$ cat src/rtl/ula_pkg.sv
// ---------------------------------------------------------------------------
// ula_pkg
//   Shared definitions for the ULA sequencing front end and anything that
//   needs to interpret its opcodes or flag vectors.
//
//   Contents:
//     state_t      - sequencer FSM state encoding (IDLE / DRIVE / RESP)
//     op_class_t   - opcode class (arithmetic or logic)
//     FLG_*        - bit positions inside a {O,C,S,Z} flag vector
//     OP_*         - commonly used ALU opcodes
//     CNT_W        - width of the settle counter (SETTLE legal range 1..15)
//     op_class()   - class-select helper decoding OP[5:4]
// ---------------------------------------------------------------------------
package ula_pkg;

   // Sequencer states. DBG_STATE on ula_seq carries this encoding.
   typedef enum logic [1:0] {
      ST_IDLE  = 2'd0,
      ST_DRIVE = 2'd1,
      ST_RESP  = 2'd2
   } state_t;

   // Opcode class: OP[5:4] == 2'b00 is arithmetic, anything else is logic.
   typedef enum logic {
      CLS_ARITH = 1'b0,
      CLS_LOGIC = 1'b1
   } op_class_t;

   // Bit positions in a 4-bit {O,C,S,Z} flag vector.
   localparam int FLG_O = 3;
   localparam int FLG_C = 2;
   localparam int FLG_S = 1;
   localparam int FLG_Z = 0;

   // Common opcodes.
   localparam logic [5:0] OP_ADD = 6'h00;
   localparam logic [5:0] OP_SUB = 6'h01;
   localparam logic [5:0] OP_AND = 6'h10;
   localparam logic [5:0] OP_OR  = 6'h11;

   // Settle counter width; holds SETTLE-1 for SETTLE up to 15.
   localparam int CNT_W = 4;

   function automatic op_class_t op_class(input logic [5:0] op);
      op_class_t cls;
      cls = (op[5:4] == 2'b00) ? CLS_ARITH : CLS_LOGIC;
      return cls;
   endfunction

endpackage

$ cat src/rtl/ula_seq.sv
// ---------------------------------------------------------------------------
// ula_seq
//   Sequencing front end for the combinational team ALU. A request is taken
//   over a valid/ready handshake, its operands/opcode are registered onto the
//   ALU, held for SETTLE full cycles, and then the ALU result and flags are
//   captured and offered over a second valid/ready handshake. The block also
//   keeps the architectural flag register (FLAGS) and a last-result register
//   (LAST) that a chained request can use in place of operand A.
//
//   Handshake rule (both interfaces): a transfer happens on a rising CLK edge
//   where VALID and READY are both high. REQ_READY is high only in IDLE and
//   RSP_VALID only in RESP; both are decoded from the state register alone, so
//   neither depends combinationally on the partner's VALID/READY. The
//   requester holds REQ_* stable until accepted; RSP_* stay stable until
//   RSP_READY is seen.
//
//   Parameters:
//     BITS    datapath width, must match the connected ALU
//     SETTLE  full cycles the ALU inputs are held before capture (1..15)
//
//   Ports:
//     CLK, RST_N                  clock, asynchronous active-low reset
//     REQ_VALID/REQ_READY         request handshake
//     REQ_OP, REQ_A, REQ_B        opcode and operands
//     REQ_CHAIN                   use LAST in place of REQ_A
//     REQ_FLAG_EN                 commit captured flags into FLAGS
//     ALU_A, ALU_B, ALU_OP        registered operands/opcode to the ALU
//     ALU_RESU, ALU_O/C/S/Z       ALU result and flags
//     RSP_VALID/RSP_READY         response handshake
//     RSP_RESU, RSP_FLAGS         captured result and {O,C,S,Z}
//     FLAGS                       architectural flag register {O,C,S,Z}
//     DBG_STATE                   current FSM state (state_t encoding)
// ---------------------------------------------------------------------------
module ula_seq
   import ula_pkg::*;
#(
   parameter int BITS   = 16,
   parameter int SETTLE = 1
) (
   input  logic            CLK,
   input  logic            RST_N,
   // request side
   input  logic            REQ_VALID,
   output logic            REQ_READY,
   input  logic [5:0]      REQ_OP,
   input  logic [BITS-1:0] REQ_A,
   input  logic [BITS-1:0] REQ_B,
   input  logic            REQ_CHAIN,
   input  logic            REQ_FLAG_EN,
   // ALU side
   output logic [BITS-1:0] ALU_A,
   output logic [BITS-1:0] ALU_B,
   output logic [5:0]      ALU_OP,
   input  logic [BITS-1:0] ALU_RESU,
   input  logic            ALU_O,
   input  logic            ALU_C,
   input  logic            ALU_S,
   input  logic            ALU_Z,
   // response side
   output logic            RSP_VALID,
   input  logic            RSP_READY,
   output logic [BITS-1:0] RSP_RESU,
   output logic [3:0]      RSP_FLAGS,
   // architectural state
   output logic [3:0]      FLAGS,
   // debug
   output logic [1:0]      DBG_STATE
);

   // Counter reload value: the capture happens in the DRIVE cycle where the
   // counter reads zero, which gives SETTLE full cycles of ALU input hold.
   localparam logic [CNT_W-1:0] C_SETTLE_INIT = CNT_W'(SETTLE - 1);

   // ------------------------------------------------------------------------
   // State and datapath registers
   // ------------------------------------------------------------------------
   state_t            r_state;
   logic [CNT_W-1:0]  r_cnt;
   logic              r_flag_en;
   logic [BITS-1:0]   r_alu_a;
   logic [BITS-1:0]   r_alu_b;
   logic [5:0]        r_alu_op;
   logic [BITS-1:0]   r_rsp_resu;
   logic [3:0]        r_rsp_flags;
   logic [3:0]        r_flags;
   logic [BITS-1:0]   r_last;

   // ------------------------------------------------------------------------
   // Combinational controls
   // ------------------------------------------------------------------------
   state_t            w_next_state;
   logic              w_accept;
   logic              w_capture;
   logic              w_req_ready;
   logic              w_rsp_valid;
   logic [3:0]        w_alu_flags;

   // Pack the ALU flag pins into the {O,C,S,Z} vector layout.
   always_comb begin
      w_alu_flags        = 4'b0000;
      w_alu_flags[FLG_O] = ALU_O;
      w_alu_flags[FLG_C] = ALU_C;
      w_alu_flags[FLG_S] = ALU_S;
      w_alu_flags[FLG_Z] = ALU_Z;
   end

   // Next-state and handshake decode. Handshake outputs depend on state only.
   always_comb begin
      w_next_state = r_state;
      w_accept     = 1'b0;
      w_capture    = 1'b0;
      w_req_ready  = 1'b0;
      w_rsp_valid  = 1'b0;
      case (r_state)
         ST_IDLE: begin
            w_req_ready = 1'b1;
            if (REQ_VALID) begin
               w_accept     = 1'b1;
               w_next_state = ST_DRIVE;
            end
         end
         ST_DRIVE: begin
            if (r_cnt == '0) begin
               w_capture    = 1'b1;
               w_next_state = ST_RESP;
            end
         end
         ST_RESP: begin
            w_rsp_valid = 1'b1;
            if (RSP_READY) begin
               w_next_state = ST_IDLE;
            end
         end
         default: begin
            w_next_state = ST_IDLE;
         end
      endcase
   end

   // ------------------------------------------------------------------------
   // FSM state register
   // ------------------------------------------------------------------------
   always_ff @(posedge CLK or negedge RST_N) begin
      if (!RST_N) begin
         r_state <= ST_IDLE;
      end else begin
         r_state <= w_next_state;
      end
   end

   // ------------------------------------------------------------------------
   // Settle counter: loaded on accept, counts down to zero in DRIVE and then
   // rests at zero until the next accept.
   // ------------------------------------------------------------------------
   always_ff @(posedge CLK or negedge RST_N) begin
      if (!RST_N) begin
         r_cnt <= '0;
      end else if (w_accept) begin
         r_cnt <= C_SETTLE_INIT;
      end else if ((r_state == ST_DRIVE) && (r_cnt != '0)) begin
         r_cnt <= r_cnt - 1'b1;
      end
   end

   // ------------------------------------------------------------------------
   // ALU input registers. They are written only on accept, so they keep the
   // last request's values through capture and response until the next one.
   // ------------------------------------------------------------------------
   always_ff @(posedge CLK or negedge RST_N) begin
      if (!RST_N) begin
         r_alu_a   <= '0;
         r_alu_b   <= '0;
         r_alu_op  <= '0;
         r_flag_en <= 1'b0;
      end else if (w_accept) begin
         r_alu_a   <= REQ_CHAIN ? r_last : REQ_A;
         r_alu_b   <= REQ_B;
         r_alu_op  <= REQ_OP;
         r_flag_en <= REQ_FLAG_EN;
      end
   end

   // ------------------------------------------------------------------------
   // Capture registers. The response pair is written only on capture, which
   // keeps it stable for the whole RESP state however long RSP_READY is low.
   // ------------------------------------------------------------------------
   always_ff @(posedge CLK or negedge RST_N) begin
      if (!RST_N) begin
         r_rsp_resu  <= '0;
         r_rsp_flags <= '0;
         r_last      <= '0;
      end else if (w_capture) begin
         r_rsp_resu  <= ALU_RESU;
         r_rsp_flags <= w_alu_flags;
         r_last      <= ALU_RESU;
      end
   end

   // Architectural flags only follow the ALU when the request asked for it.
   always_ff @(posedge CLK or negedge RST_N) begin
      if (!RST_N) begin
         r_flags <= '0;
      end else if (w_capture && r_flag_en) begin
         r_flags <= w_alu_flags;
      end
   end

   // ------------------------------------------------------------------------
   // Outputs
   // ------------------------------------------------------------------------
   assign REQ_READY = w_req_ready;
   assign RSP_VALID = w_rsp_valid;
   assign ALU_A     = r_alu_a;
   assign ALU_B     = r_alu_b;
   assign ALU_OP    = r_alu_op;
   assign RSP_RESU  = r_rsp_resu;
   assign RSP_FLAGS = r_rsp_flags;
   assign FLAGS     = r_flags;
   assign DBG_STATE = r_state;

endmodule
$ cat config.mk
export PLATFORM = sky130hd
export DESIGN_NAME = ula_seq
export DESIGN_NICKNAME = d
export VERILOG_FILES = /design/src/rtl/ula_pkg.sv /design/src/rtl/ula_seq.sv
export SDC_FILE = /design/constraint.sdc
export NUM_CORES = 1
export LEC_CHECK = 0
export ABC_AREA = 1
export ABC_CLOCK_PERIOD_IN_PS = 1220
export BUFFER_PORTS_ARGS = -buffer_cell sky130_fd_sc_hd__buf_4
export CORE_ASPECT_RATIO = 2
export CORE_MARGIN = 3
export CORE_UTILIZATION = 42
export DETAILED_ROUTE_END_ITERATION = 6
export PLACE_DENSITY = 0.77
export RECOVER_POWER = 50
export REMOVE_ABC_BUFFERS = 1
export SLEW_MARGIN = 25
export SYNTH_ARGS = -nofsm -noshare
export SYNTH_HDL_FRONTEND = slang
export SYNTH_SLANG_ARGS = --single-unit
$ cat constraint.sdc
create_clock -name CLK -period 1.22 [get_ports CLK]
set_input_delay 0.244 -clock CLK [delete_from_list [all_inputs] [get_ports CLK]]
set_output_delay 0.244 -clock CLK [all_outputs]
set_load 0.02 [all_outputs]
* Word-level counts from Yosys, hierarchy flattened
Index checks and enable logic that the tools add are counted.
** Operators by class
- Equality and inequality tests :: 5
- Add/subtract/negate cells :: 1
- Multipliers :: 0
- Div/mod/pow operators :: 0
- $lt $le $gt $ge :: 0
- Shifts and indexed selects :: 0
- Multiplexer cells :: 13
- Reduce and logical (&&, ||, !) cells :: 7
- Bitwise logic cells :: 0
** Operators with widths (number)
- 2-to-1 mux 16 bit :: 1
- 2-to-1 mux 4 bit :: 2
- 2-to-1 mux 1 bit :: 6
- 2-to-1 mux 2 bit :: 3
- != test 2 bit (second input constant) :: 3
- one-hot mux 2 bit (3 select lines) :: 1
- zero test 4 bit :: 1
- nonzero test 4 bit :: 1
- subtractor 4 x 1 -> 4 bit (second input constant) :: 1
- AND reduction 3 bit :: 1
- equality test 2 x 1 -> 1 bit (second input constant) :: 1
- equality test 2 bit (second input constant) :: 1
- logical AND 1 bit :: 2
- zero test 2 bit :: 1
- nonzero test 2 bit :: 1
** Word-level totals
- Bits in latches :: 0
- Bits of input ports :: 64
- Memory bits (writable) :: 0
- Register bits after elaboration :: 69
- Output and inout port bits :: 66
- Logic and storage cells :: 35
- Bits in read-only memories :: 0
- Memories :: 0

* Longest topological paths before layout
Gate-level depths: netlist (run 1).
- Depth in word-level cells :: 4
- Depth in mapped cells :: 8

* Least setup slack after synthesis (run 1)
OpenSTA, ideal clock, no wires.
- Path type :: register -> register
- From :: register r_state[0] (netlist: DBG_STATE[0])
- To :: register r_alu_b[0] (netlist: ALU_B[0])
- Required time :: 1104 ps
- Stages on the path, launching flop included :: 7
- Period minus slack after synthesis :: 1424 ps
- Path buffers :: 2
- Data arrival time :: 1307 ps
- Path slack :: -204 ps
- Cells stage by stage :: dfrtp_1 > nor2_2 > nand2_2 > buf_6 > buf_2 > nand2_1 > nand2_1
** On the way
- Cells in the longest elaborated chain, start to end :: 2
** RTL lines
- start, declared :: line ula_seq.sv:77 : state_t r_state;
- start signal, assigned :: line ula_seq.sv:147 : r_state <= w_next_state;
- zero test 2 bit :: line ula_seq.sv:114 : case (r_state)
- 2-to-1 mux 1 bit :: line ula_seq.sv:114
- end signal, assigned :: line ula_seq.sv:172 : r_alu_b <= '0;
- end signal, assigned :: line ula_seq.sv:177 : r_alu_b <= REQ_B;
- end, declared :: line ula_seq.sv:81 : logic [BITS-1:0] r_alu_b;
Every way passes these cells.
A chain may end at the register's enable or synchronous reset.

* Worst setup path in the final report (run 1)
- From :: register r_state[1] (netlist: DBG_STATE[1])
- To :: output REQ_READY
** On the way
- Cells in the longest elaborated chain, start to end :: 2
** RTL lines
- zero test 2 bit :: line ula_seq.sv:114
- 2-to-1 mux 1 bit :: line ula_seq.sv:114
- end, declared :: line ula_seq.sv:44 : output logic REQ_READY,
Every way passes these cells.

==> flow_summary.toml, run 1 <==
[timing]
fmax_mhz = 719.1
final-setup-viol-count = 73
layout_setup_ws_ns = -0.1707
fin_crit_ns = 1.391
hold-worst-slack_ns = 0.08397
grt_setup_unrepaired = "true"
worstMarginPinSlew_ns = 0.6148
finalHoldViolCount = 0
final.setup_skew_ns = 0.005234
setup_tns_ns = -6.971
period_share_pct = 114.0
max-slew-margin-rel_pct = 59.01
report.final.slew_viol_count = 0

[detailed_routing]
drt_pass1_iterations = 4
vias = 2798
detailed_routing_wirelength_on_met1_um = 2831
route.detailed.vias_per_inst = 4.926
postRouteWirelength_um = 9245
initialDrtViolationCount = 194
maxUsedRoutingLayer = "met4"
wire_per_inst_um = 16.28
drt.antenna.violating_nets = 0
route.met2.wl_um = 5598
post-route-drc-count = 0
met3_length_um = 521

[worst_setup_path]
reg2reg_from = "DBG_STATE[1]$_DFFE_PN0P_"
setup.worst_path.start = "DBG_STATE[1]$_DFFE_PN0P_"
cp.arrival_ns = 1.15
critical_path.cell_chain = "buf_6 > nor2_4 > buf_6"
crit_path_frequent_cell = "sky130_fd_sc_hd__buf_6"
startpoint_type = "flop"
critical_path.endpoint = "REQ_READY"
reg2reg_to = "ALU_A[5]$_DFFE_PN0P_"
cp.required_ns = 0.98
setup.worst_path.class = "reg2out"
timing.critical_path.slowest_cell_delay_ns = 0.40
reg2reg_setup_slack_ns = -0.17
critical_path.max_fanout = 3
critPathSlowestCell = "sky130_fd_sc_hd__dfrtp_1"
worstSetupEndpointType = "primary output"
reg2reg_depth = 6

[pwr]
ir_drop_mv = 1.452
power.static_leakage_nw = 2.501
post-layout-total-power_mw = 14.06
power.density_nw_per_um2 = 2973

[synth]
synth.lib_cells_used.distinct = 21
syn_area_um2 = 2849
synth.avg_cell_area_um2 = 8.875
synth.ff_latch_count = 69
ys_seq_area_share_pct = 60.61
cell_count_after_synthesis = 321
yosys_warnings = 0
synth_top_area_share_pct = 60.61
synth.area.top_cells = "sky130_fd_sc_hd__dfrtp_1 (61%), sky130_fd_sc_hd__nand2_1 (18%), sky130_fd_sc_hd__o21ai_0 (6.0%), sky130_fd_sc_hd__o21ai_1 (4.2%), sky130_fd_sc_hd__inv_1 (3.3%)"
synth.largest_area_cell = "sky130_fd_sc_hd__dfrtp_1"

[global_routing]
grt_pass1_vias = 2620
initial_antenna_violation_count = 0
global_route.overflow_total = 0
grt_start_max_net_pins = 70
grt_first_pass_wirelength_um = 12430
globalRouteTotalUtil_pct = 20.91

[finish]
antenna_cells_inserted = 0
layout.cells.most_common = "sky130_fd_sc_hd__buf_4"
final_core_utilization_pct = 73.15
top_library_cells_by_usage_in_the_layout_fill_and_taps_aside = "sky130_fd_sc_hd__buf_4 (134), sky130_fd_sc_hd__nand2_1 (110), sky130_fd_sc_hd__dfrtp_1 (69), sky130_fd_sc_hd__o21ai_1 (31), sky130_fd_sc_hd__inv_1 (21)"
area.growth.synth_to_final_pct = 65.96
final_nets = 544
drive_gt1_share_pct = 46.06

[floorplan]
core.rowCount = 41
die_height_um = 122.5
floorplan.die_area_um2 = 7867
core_area_um2 = 6464
num_io_pins = 130
initial_utilization_pct = 44.08
die_w_um = 64.24

[clock_network]
ctsRootBufferMaster = "sky130_fd_sc_hd__clkbuf_16"
clock_insertion_delay_worst_skew_ns = 0.33
cts_buffers = 9
tritoncts = "built"
clock_net_sink_count = 69
h-tree-depth = 3
max-clock-path-buffers = 2
worst_setup_hold_path_clk_slew_ns = 0.05

[outcome]
status = "complete, but fails checks"
violations_in_the_final_reports = "negative setup slack"

[placement]
pre_cts_ws_ns = -0.05481
gp_routability_congestion = 0.7942
dp_hpwl_um = 5847
port_buffers = 129

[hold_path]
hold_class = "in2reg"

[run]
maxCapViolations = 0
-- kinds of logic after synthesis --
group	share of synthesized area, %
compound gates	10.63
buf+inv	6.763
xor+xnor	0.3075
flops	60.61
fa+ha+maj	0.8782
simple gates	20.82
-- critical path: cells and delay by family (launching register included) --
kind                   cells  cell delay, ns
and+or+nand+nor            1            0.14
DFF                        1            0.40
buffers and inverters      2            0.28
-- state kept, by name (all words and copies together), names as in the netlist --
name       flops
FLAGS          4
ALU_OP         6
r_last        16
r_flag_en      1
r_cnt          4
DBG_STATE      2
RSP_FLAGS      4
ALU_A         16
ALU_B         16
-- how the worst min path moves through the flow --
stage	to	from	slack [ns]	depth (start not counted)
after CTS	DBG_STATE[1]$_DFFE_PN0P_	RSP_READY	0.07	2
final	DBG_STATE[1]$_DFFE_PN0P_	RSP_READY	0.08	2
after global routing	DBG_STATE[1]$_DFFE_PN0P_	RSP_READY	0.08	2
after floorplan	ALU_A[0]$_DFFE_PN0P_	RST_N	-0.05	0
after global placement	ALU_A[7]$_DFFE_PN0P_	RST_N	0.27	2
after detailed placement	ALU_A[7]$_DFFE_PN0P_	RST_N	0.28	2
-- stage by stage --
stage          instances  instance area [µm²]
2_1_floorplan        307                 2761
3_3_place_gp         537                 4000
3_5_place_dp         537                 4000
4_1_cts              556                 4395
5_1_grt              568                 4728
6_report             568                 4728
-- layout make-up --
cell class | count | area [µm²]
Tap cell | 86 | 107.6
Inverter | 28 | 110.1
Clock inverter | 1 | 30.03
Timing Repair Buffer | 159 | 1353
Fill cell | 483 | 1735
Clock buffer | 14 | 264.0
Multi-Input combinational cell | 211 | 1137
Sequential cell | 69 | 1727
-- cells in the mapped netlist --
cell type	count
sky130_fd_sc_hd__nand2_1	133
sky130_fd_sc_hd__dfrtp_1	69
sky130_fd_sc_hd__o21ai_0	34
sky130_fd_sc_hd__inv_1	25
sky130_fd_sc_hd__o21ai_1	24
sky130_fd_sc_hd__buf_2	7
sky130_fd_sc_hd__nand2_2	5
sky130_fd_sc_hd__buf_6	3
sky130_fd_sc_hd__clkbuf_1	3
sky130_fd_sc_hd__inv_2	3
sky130_fd_sc_hd__ha_1	2
sky130_fd_sc_hd__nand3_1	2
sky130_fd_sc_hd__nor2_1	2
sky130_fd_sc_hd__nor2_2	2
sky130_fd_sc_hd__a21oi_1	1
sky130_fd_sc_hd__buf_4	1
sky130_fd_sc_hd__nand4_1	1
sky130_fd_sc_hd__nor2_8	1
sky130_fd_sc_hd__o31ai_1	1
sky130_fd_sc_hd__or2_1	1
sky130_fd_sc_hd__xor2_1	1
-- per-layer routing --
| layer | GRT usage, % | vias up |
|---|---|---|
| li1 | - | 1320 |
| met1 | 21.51 | 1341 |
| met2 | 38.50 | 115 |
| met3 | 4.670 | 22 |
| met4 | 11.13 | 0 |
| met5 | 0 | - |
-- power breakdown --
group	internal [mW]	switching [mW]	leakage, nW
logic	3.28	4.03	1.51
registers	3.41	0.789	0.852
clock network	1.68	0.877	0.143
-- repair_timing --
action	4_1_cts	5_1_grt
hold buffers	1	0
gates cloned	0	6
pin swaps	3	5
endpoints found under the setup margin	30	71
resized for setup	20	69
setup buffers	3	6
endpoints found under the hold margin	69	0
No activity file was read; power rests on OpenSTA's default activity.
==> run 2: changes to the inputs <==
- SETUP_SLACK_MARGIN: unset -> 0.1
==> flow_summary.toml, run 2 (synthesized netlist as in run 1, its figures left out) <==
[run]
maxCapViolations = 0

[global_routing]
globalRouteTotalUtil_pct = 23.32
grt_util_met1_pct = 23.45
grt_first_pass_wirelength_um = 13800
met2_usage_pct = 43.03
grt_most_used_layer = "met2"
grt_start_max_net_pins = 70
global_route.overflow_total = 0
grt.met3_usage_pct = 6.136
grt_pass1_vias = 2853
initial_antenna_violation_count = 0

[worst_setup_path]
reg2reg_setup_slack_ns = -0.15
reg2reg_from = "DBG_STATE[0]$_DFFE_PN0P_"
critPathSlowestCell = "sky130_fd_sc_hd__dfrtp_1"
reg2reg_depth = 7
crit_path_frequent_cell = "sky130_fd_sc_hd__buf_6"
critical_path.max_fanout = 3
worstSetupEndpointType = "primary output"
setup.worst_path.class = "reg2out"
startpoint_type = "flop"
reg2reg_to = "ALU_A[9]$_DFFE_PN0P_"
critical_path.cell_chain = "buf_6 > nor2_4 > buf_6"
cp.required_ns = 0.98
timing.critical_path.slowest_cell_delay_ns = 0.40
cp.arrival_ns = 1.13

[detailed_routing]
post-route-drc-count = 0
initialDrtViolationCount = 218
drt.antenna.violating_nets = 0
drt_pass1_iterations = 4
wire_per_inst_um = 18.02
vias = 3060
route.detailed.vias_per_inst = 5.033
postRouteWirelength_um = 10960

[hold_path]
hold_class = "in2reg"
hold-path-endpoint = "DBG_STATE[1]$_DFFE_PN0P_"
timing.hold.worst_path_depth = 2
worst_hold_startpoint = "RSP_READY"

[timing]
final-setup-viol-count = 73
final.setup_skew_ns = 0.009592
period_share_pct = 112.6
worstMarginPinSlew_ns = 0.6239
fmax_mhz = 727.8
max-slew-margin-rel_pct = 58.41
layout_setup_ws_ns = -0.1541
grt_setup_unrepaired = "true"
fin_crit_ns = 1.374
report.final.slew_viol_count = 0
finalHoldViolCount = 0

[finish]
antenna_cells_inserted = 0
ff_latch_area_um2 = 1728
top_library_cells_by_usage_in_the_layout_fill_and_taps_aside = "sky130_fd_sc_hd__buf_4 (108), sky130_fd_sc_hd__nand2_1 (91), sky130_fd_sc_hd__buf_6 (75), sky130_fd_sc_hd__dfrtp_1 (68), sky130_fd_sc_hd__nand2_2 (32)"
final_core_utilization_pct = 83.80
layout.filler_cells = 335
layout.cells.most_common = "sky130_fd_sc_hd__buf_4"
postLayoutCellArea_um2 = 5416
final_nets = 584
area.growth.synth_to_final_pct = 90.12
layout.cells.non_filler = 608
drive_gt1_share_pct = 54.60
multi_input_area_um2 = 1232

[placement]
gp_routability_congestion = 0.7942
dpl-instance-area_um2 = 4000
dp_hpwl_um = 5847
port_buffers = 129
pre_cts_ws_ns = -0.05481
placed_instance_count = 537

[floorplan]
die_w_um = 64.24
num_io_pins = 130
core_area_um2 = 6464
core.rowCount = 41
initial_utilization_pct = 44.08
die_height_um = 122.5
floorplan.die_area_um2 = 7867

[pwr]
power.static_leakage_nw = 2.831
ir_drop_mv = 1.573
power.density_nw_per_um2 = 3021

[clock_network]
max-clock-path-buffers = 2
cts_buffers = 9
clock_insertion_delay_worst_skew_ns = 0.34
worst_setup_hold_path_clk_slew_ns = 0.05
clock_net_sink_count = 69
tritoncts = "built"
h-tree-depth = 3
ctsRootBufferMaster = "sky130_fd_sc_hd__clkbuf_16"

[outcome]
status = "complete, but fails checks"
violations_in_the_final_reports = "negative setup slack"
==> run 2: cell count changes in the layout (fill, tap and decap cells not counted), sizes merged <==
cell    delta
buf       +36
clkbuf     +2
clkinv     +1
nor2       +1
==> run 2: stage by stage <==
step | power, mW | hold WS (ns) | setup TNS, ns
global placement | 9.812 | 0.2725 | 0
detailed placement | 10.03 | 0.2765 | -0.5574
CTS | 13.85 | 0.07182 | -2.746
floorplan | 7.107 | -0.05159 | -25.24
global route | 17.15 | 0.09058 | -11.11
finish | 16.37 | 0.09551 | -6.960
==> run 2: layout make-up <==
type	count	share of cell area [%]
clock inverters	1	0.5544
inverters	28	2.171
repair inverters	1	0.1155
multi-input cells	212	22.75
repair buffers	197	35.64
well taps	86	1.987
clock buffers	14	4.874
flip-flops and latches	69	31.90
==> run 2: worst max-delay path by stage <==
stage,start,slack (ns),end
3_3_place_gp,r_cnt[1]$_DFFE_PN0P_,0.01,r_last[15]$_DFFE_PN0P_
6_report,DBG_STATE[0]$_DFFE_PN0P_,-0.15,REQ_READY
2_1_floorplan,DBG_STATE[0]$_DFFE_PN0P_,-0.61,ALU_B[0]$_DFFE_PN0P_
4_1_cts,DBG_STATE[1]$_DFFE_PN0P_,-0.12,REQ_READY
3_5_place_dp,r_cnt[1]$_DFFE_PN0P_,-0.05,FLAGS[2]$_DFFE_PN0P_
5_1_grt,DBG_STATE[0]$_DFFE_PN0P_,-0.20,r_last[11]$_DFFE_PN0P_
==> run 2: power breakdown <==
group | internal [mW] | switching [mW] | total [mW]
logic | 4.76 | 4.62 | 9.38
clock network | 1.68 | 0.926 | 2.61
registers | 3.41 | 0.962 | 4.37
total | 9.86 | 6.51 | 16.4
==> run 2: layer usage <==
layer  vias up  routed length, µm
met4         0                505
met2       127               6245
met1      1490               3673
met3        44                535
met5         -                  0
li1       1399                  -
==> run 2: what timing repair did <==
action | CTS | global route
setup buffers | 15 | 30
hold buffers | 1 | 0
gates resized for setup | 72 | 117
gates cloned | 2 | 8
hold endpoints to repair | 69 | 0
endpoints found under the setup margin | 109 | 133
pin swaps | 6 | 13
==> run 2: critical path, delay by kind of cell, from the launching register on <==
family | cells | cell delay, ns
buffers and inverters | 2 | 0.26
AND/OR/NAND/NOR | 1 | 0.13
flip-flops | 1 | 0.40
==> run 3: changes to the inputs <==
- ABC_CLOCK_PERIOD_IN_PS: 1220 -> 1500
- CORE_UTILIZATION: 42 -> 46
- PLACE_DENSITY: 0.77 -> 0.8
- clock period: 1.22 -> 1.5 ns (I/O delays scaled with it)
==> flow_summary.toml, run 3 (synthesized netlist as in run 1, its figures left out) <==
[worst_setup_path]
cp.arrival_ns = 1.07
startpoint_type = "flop"
critical_path.cell_chain = "nor2_2 > buf_4"
cp.required_ns = 1.20
setup.worst_path.start = "DBG_STATE[0]$_DFFE_PN0P_"
critPathSlowestCell = "sky130_fd_sc_hd__dfrtp_2"
timing.critical_path.slowest_cell_delay_ns = 0.44
reg2reg_setup_slack_ns = 0.16
critical_path.max_fanout = 5
reg2reg_from = "r_cnt[1]$_DFFE_PN0P_"
worstSetupEndpointType = "primary output"
setup.worst_path.class = "reg2out"

[global_routing]
grt_start_max_net_pins = 70
grt_pass1_vias = 2484
initial_antenna_violation_count = 0
grt_first_pass_wirelength_um = 11190
globalRouteTotalUtil_pct = 21.04
global_route.overflow_total = 0

[finish]
multi_input_area_um2 = 965.9
layout.filler_cells = 532
final_nets = 524
top_library_cells_by_usage_in_the_layout_fill_and_taps_aside = "sky130_fd_sc_hd__nand2_1 (133), sky130_fd_sc_hd__buf_4 (100), sky130_fd_sc_hd__dfrtp_1 (68), sky130_fd_sc_hd__clkbuf_1 (36), sky130_fd_sc_hd__o21ai_0 (34)"
layout.cells.most_common = "sky130_fd_sc_hd__nand2_1"
antenna_cells_inserted = 0
layout.cells.non_filler = 525
ff_latch_area_um2 = 1728
drive_gt1_share_pct = 28.79
area.growth.synth_to_final_pct = 44.75
final_core_utilization_pct = 68.67

[pwr]
ir_drop_mv = 1.178
p_int_mw = 5.583
power.density_nw_per_um2 = 2335
power.sequential.fraction_pct = 34.5
power.static_leakage_nw = 2.177
swShare_pct = 42.03
switchingPower_mw = 4.048
power.combinational.fraction_pct = 46.3
power_frac_clock_pct = 19.3

[detailed_routing]
route.detailed.vias_per_inst = 4.840
wire_per_inst_um = 14.30
postRouteWirelength_um = 7509
drt.antenna.violating_nets = 0
post-route-drc-count = 0
drt_pass1_iterations = 5
initialDrtViolationCount = 159
vias = 2541

[floorplan]
initial_utilization_pct = 47.44
die_w_um = 61.65
num_io_pins = 130
floorplan.die_area_um2 = 7231
die_height_um = 117.3
core.rowCount = 40
core_area_um2 = 6006

[hold_path]
hold_class = "in2reg"
worst_hold_startpoint = "RSP_READY"

[clock_network]
ctsRootBufferMaster = "sky130_fd_sc_hd__clkbuf_16"
worst_setup_hold_path_clk_slew_ns = 0.05
h-tree-depth = 3
clock_insertion_delay_worst_skew_ns = 0.32
tritoncts = "built"
clock_net_sink_count = 69
max-clock-path-buffers = 2
cts_buffers = 9

[timing]
grt_setup_unrepaired = "true"
worstMarginPinSlew_ns = 0.3700
fmax_mhz = 732.2
max-slew-margin-rel_pct = 75.33
layout_setup_ws_ns = 0.1343
final-setup-viol-count = 0
finalHoldViolCount = 0
fin_crit_ns = 1.366
final.setup_skew_ns = 0.004962
period_share_pct = 91.05
setup_tns_ns = 0
hold-worst-slack_ns = 0.1548
report.final.slew_viol_count = 0

[placement]
gp_routability_congestion = 0.8729
pre_cts_ws_ns = 0.1050
port_buffers = 129
dp_hpwl_um = 5243
placed_instance_count = 503

[outcome]
status = "completed"

[run]
maxCapViolations = 0
==> run 3: area by class of cell <==
cell class | instances | area share, %
Tap cell | 63 | 1.911
Sequential cell | 69 | 41.90
Clock inverter | 2 | 0.2427
Timing Repair Buffer | 139 | 23.91
Multi-Input combinational cell | 211 | 23.42
Inverter | 28 | 2.549
Clock buffer | 13 | 6.068
==> run 3: routing by layer <==
metal / part of all wire, % / GRT usage, %
met2: 55 / 34.64
met3: 5.9 / 6.696
met4: 3.2 / 10.06
met1: 36 / 23.97
met5: 0 / 0
==> run 3: path summary, 6_finish.rpt <==
kind,endpoint,depth (start not counted)
min in group asynchronous,ALU_A[9]$_DFFE_PN0P_,3
setup reg to reg,r_last[15]$_DFFE_PN0P_,6
setup / recovery,REQ_READY,2
hold reg to reg,ALU_B[11]$_DFFE_PN0P_,2
max in group asynchronous,DBG_STATE[0]$_DFFE_PN0P_,3
hold / removal,DBG_STATE[1]$_DFFE_PN0P_,2
==> run 3: power groups by stage <==
stage | combinational, mW | sequential (mW) | clock [mW]
after CTS | 4.58 | 3.32 | 1.89
after global routing | 4.91 | 3.42 | 1.98
final | 4.45 | 3.32 | 1.86
after detailed placement | 4.56 | 3.32 | 0
after floorplan | 1.50 | 4.28 | 0
after global placement | 4.44 | 3.31 | 0
==> run 3: repair_timing <==
action,CTS,global route
hold buffers,1,0
gates resized for setup,1,6
pin swaps,1,1
setup buffers,1,1
endpoints found under the hold margin,55,0
endpoints found under the setup margin,6,25
gates cloned,0,4
==> run 3: worst max-delay path: cells and delay by family (launching register included) <==
| kind | cells | cell delay, ns |
|---|---|---|
| DFF | 1 | 0.44 |
| and+or+nand+nor | 1 | 0.15 |
| buffers and inverters | 1 | 0.15 |
==> run 3: per-stage QoR <==
stage	power [mW]	area, µm²
after global routing	10.30	4124
after floorplan	5.780	2761
after global placement	7.753	3864
after CTS	9.787	4141
after detailed placement	7.880	3864
final	9.630	4124
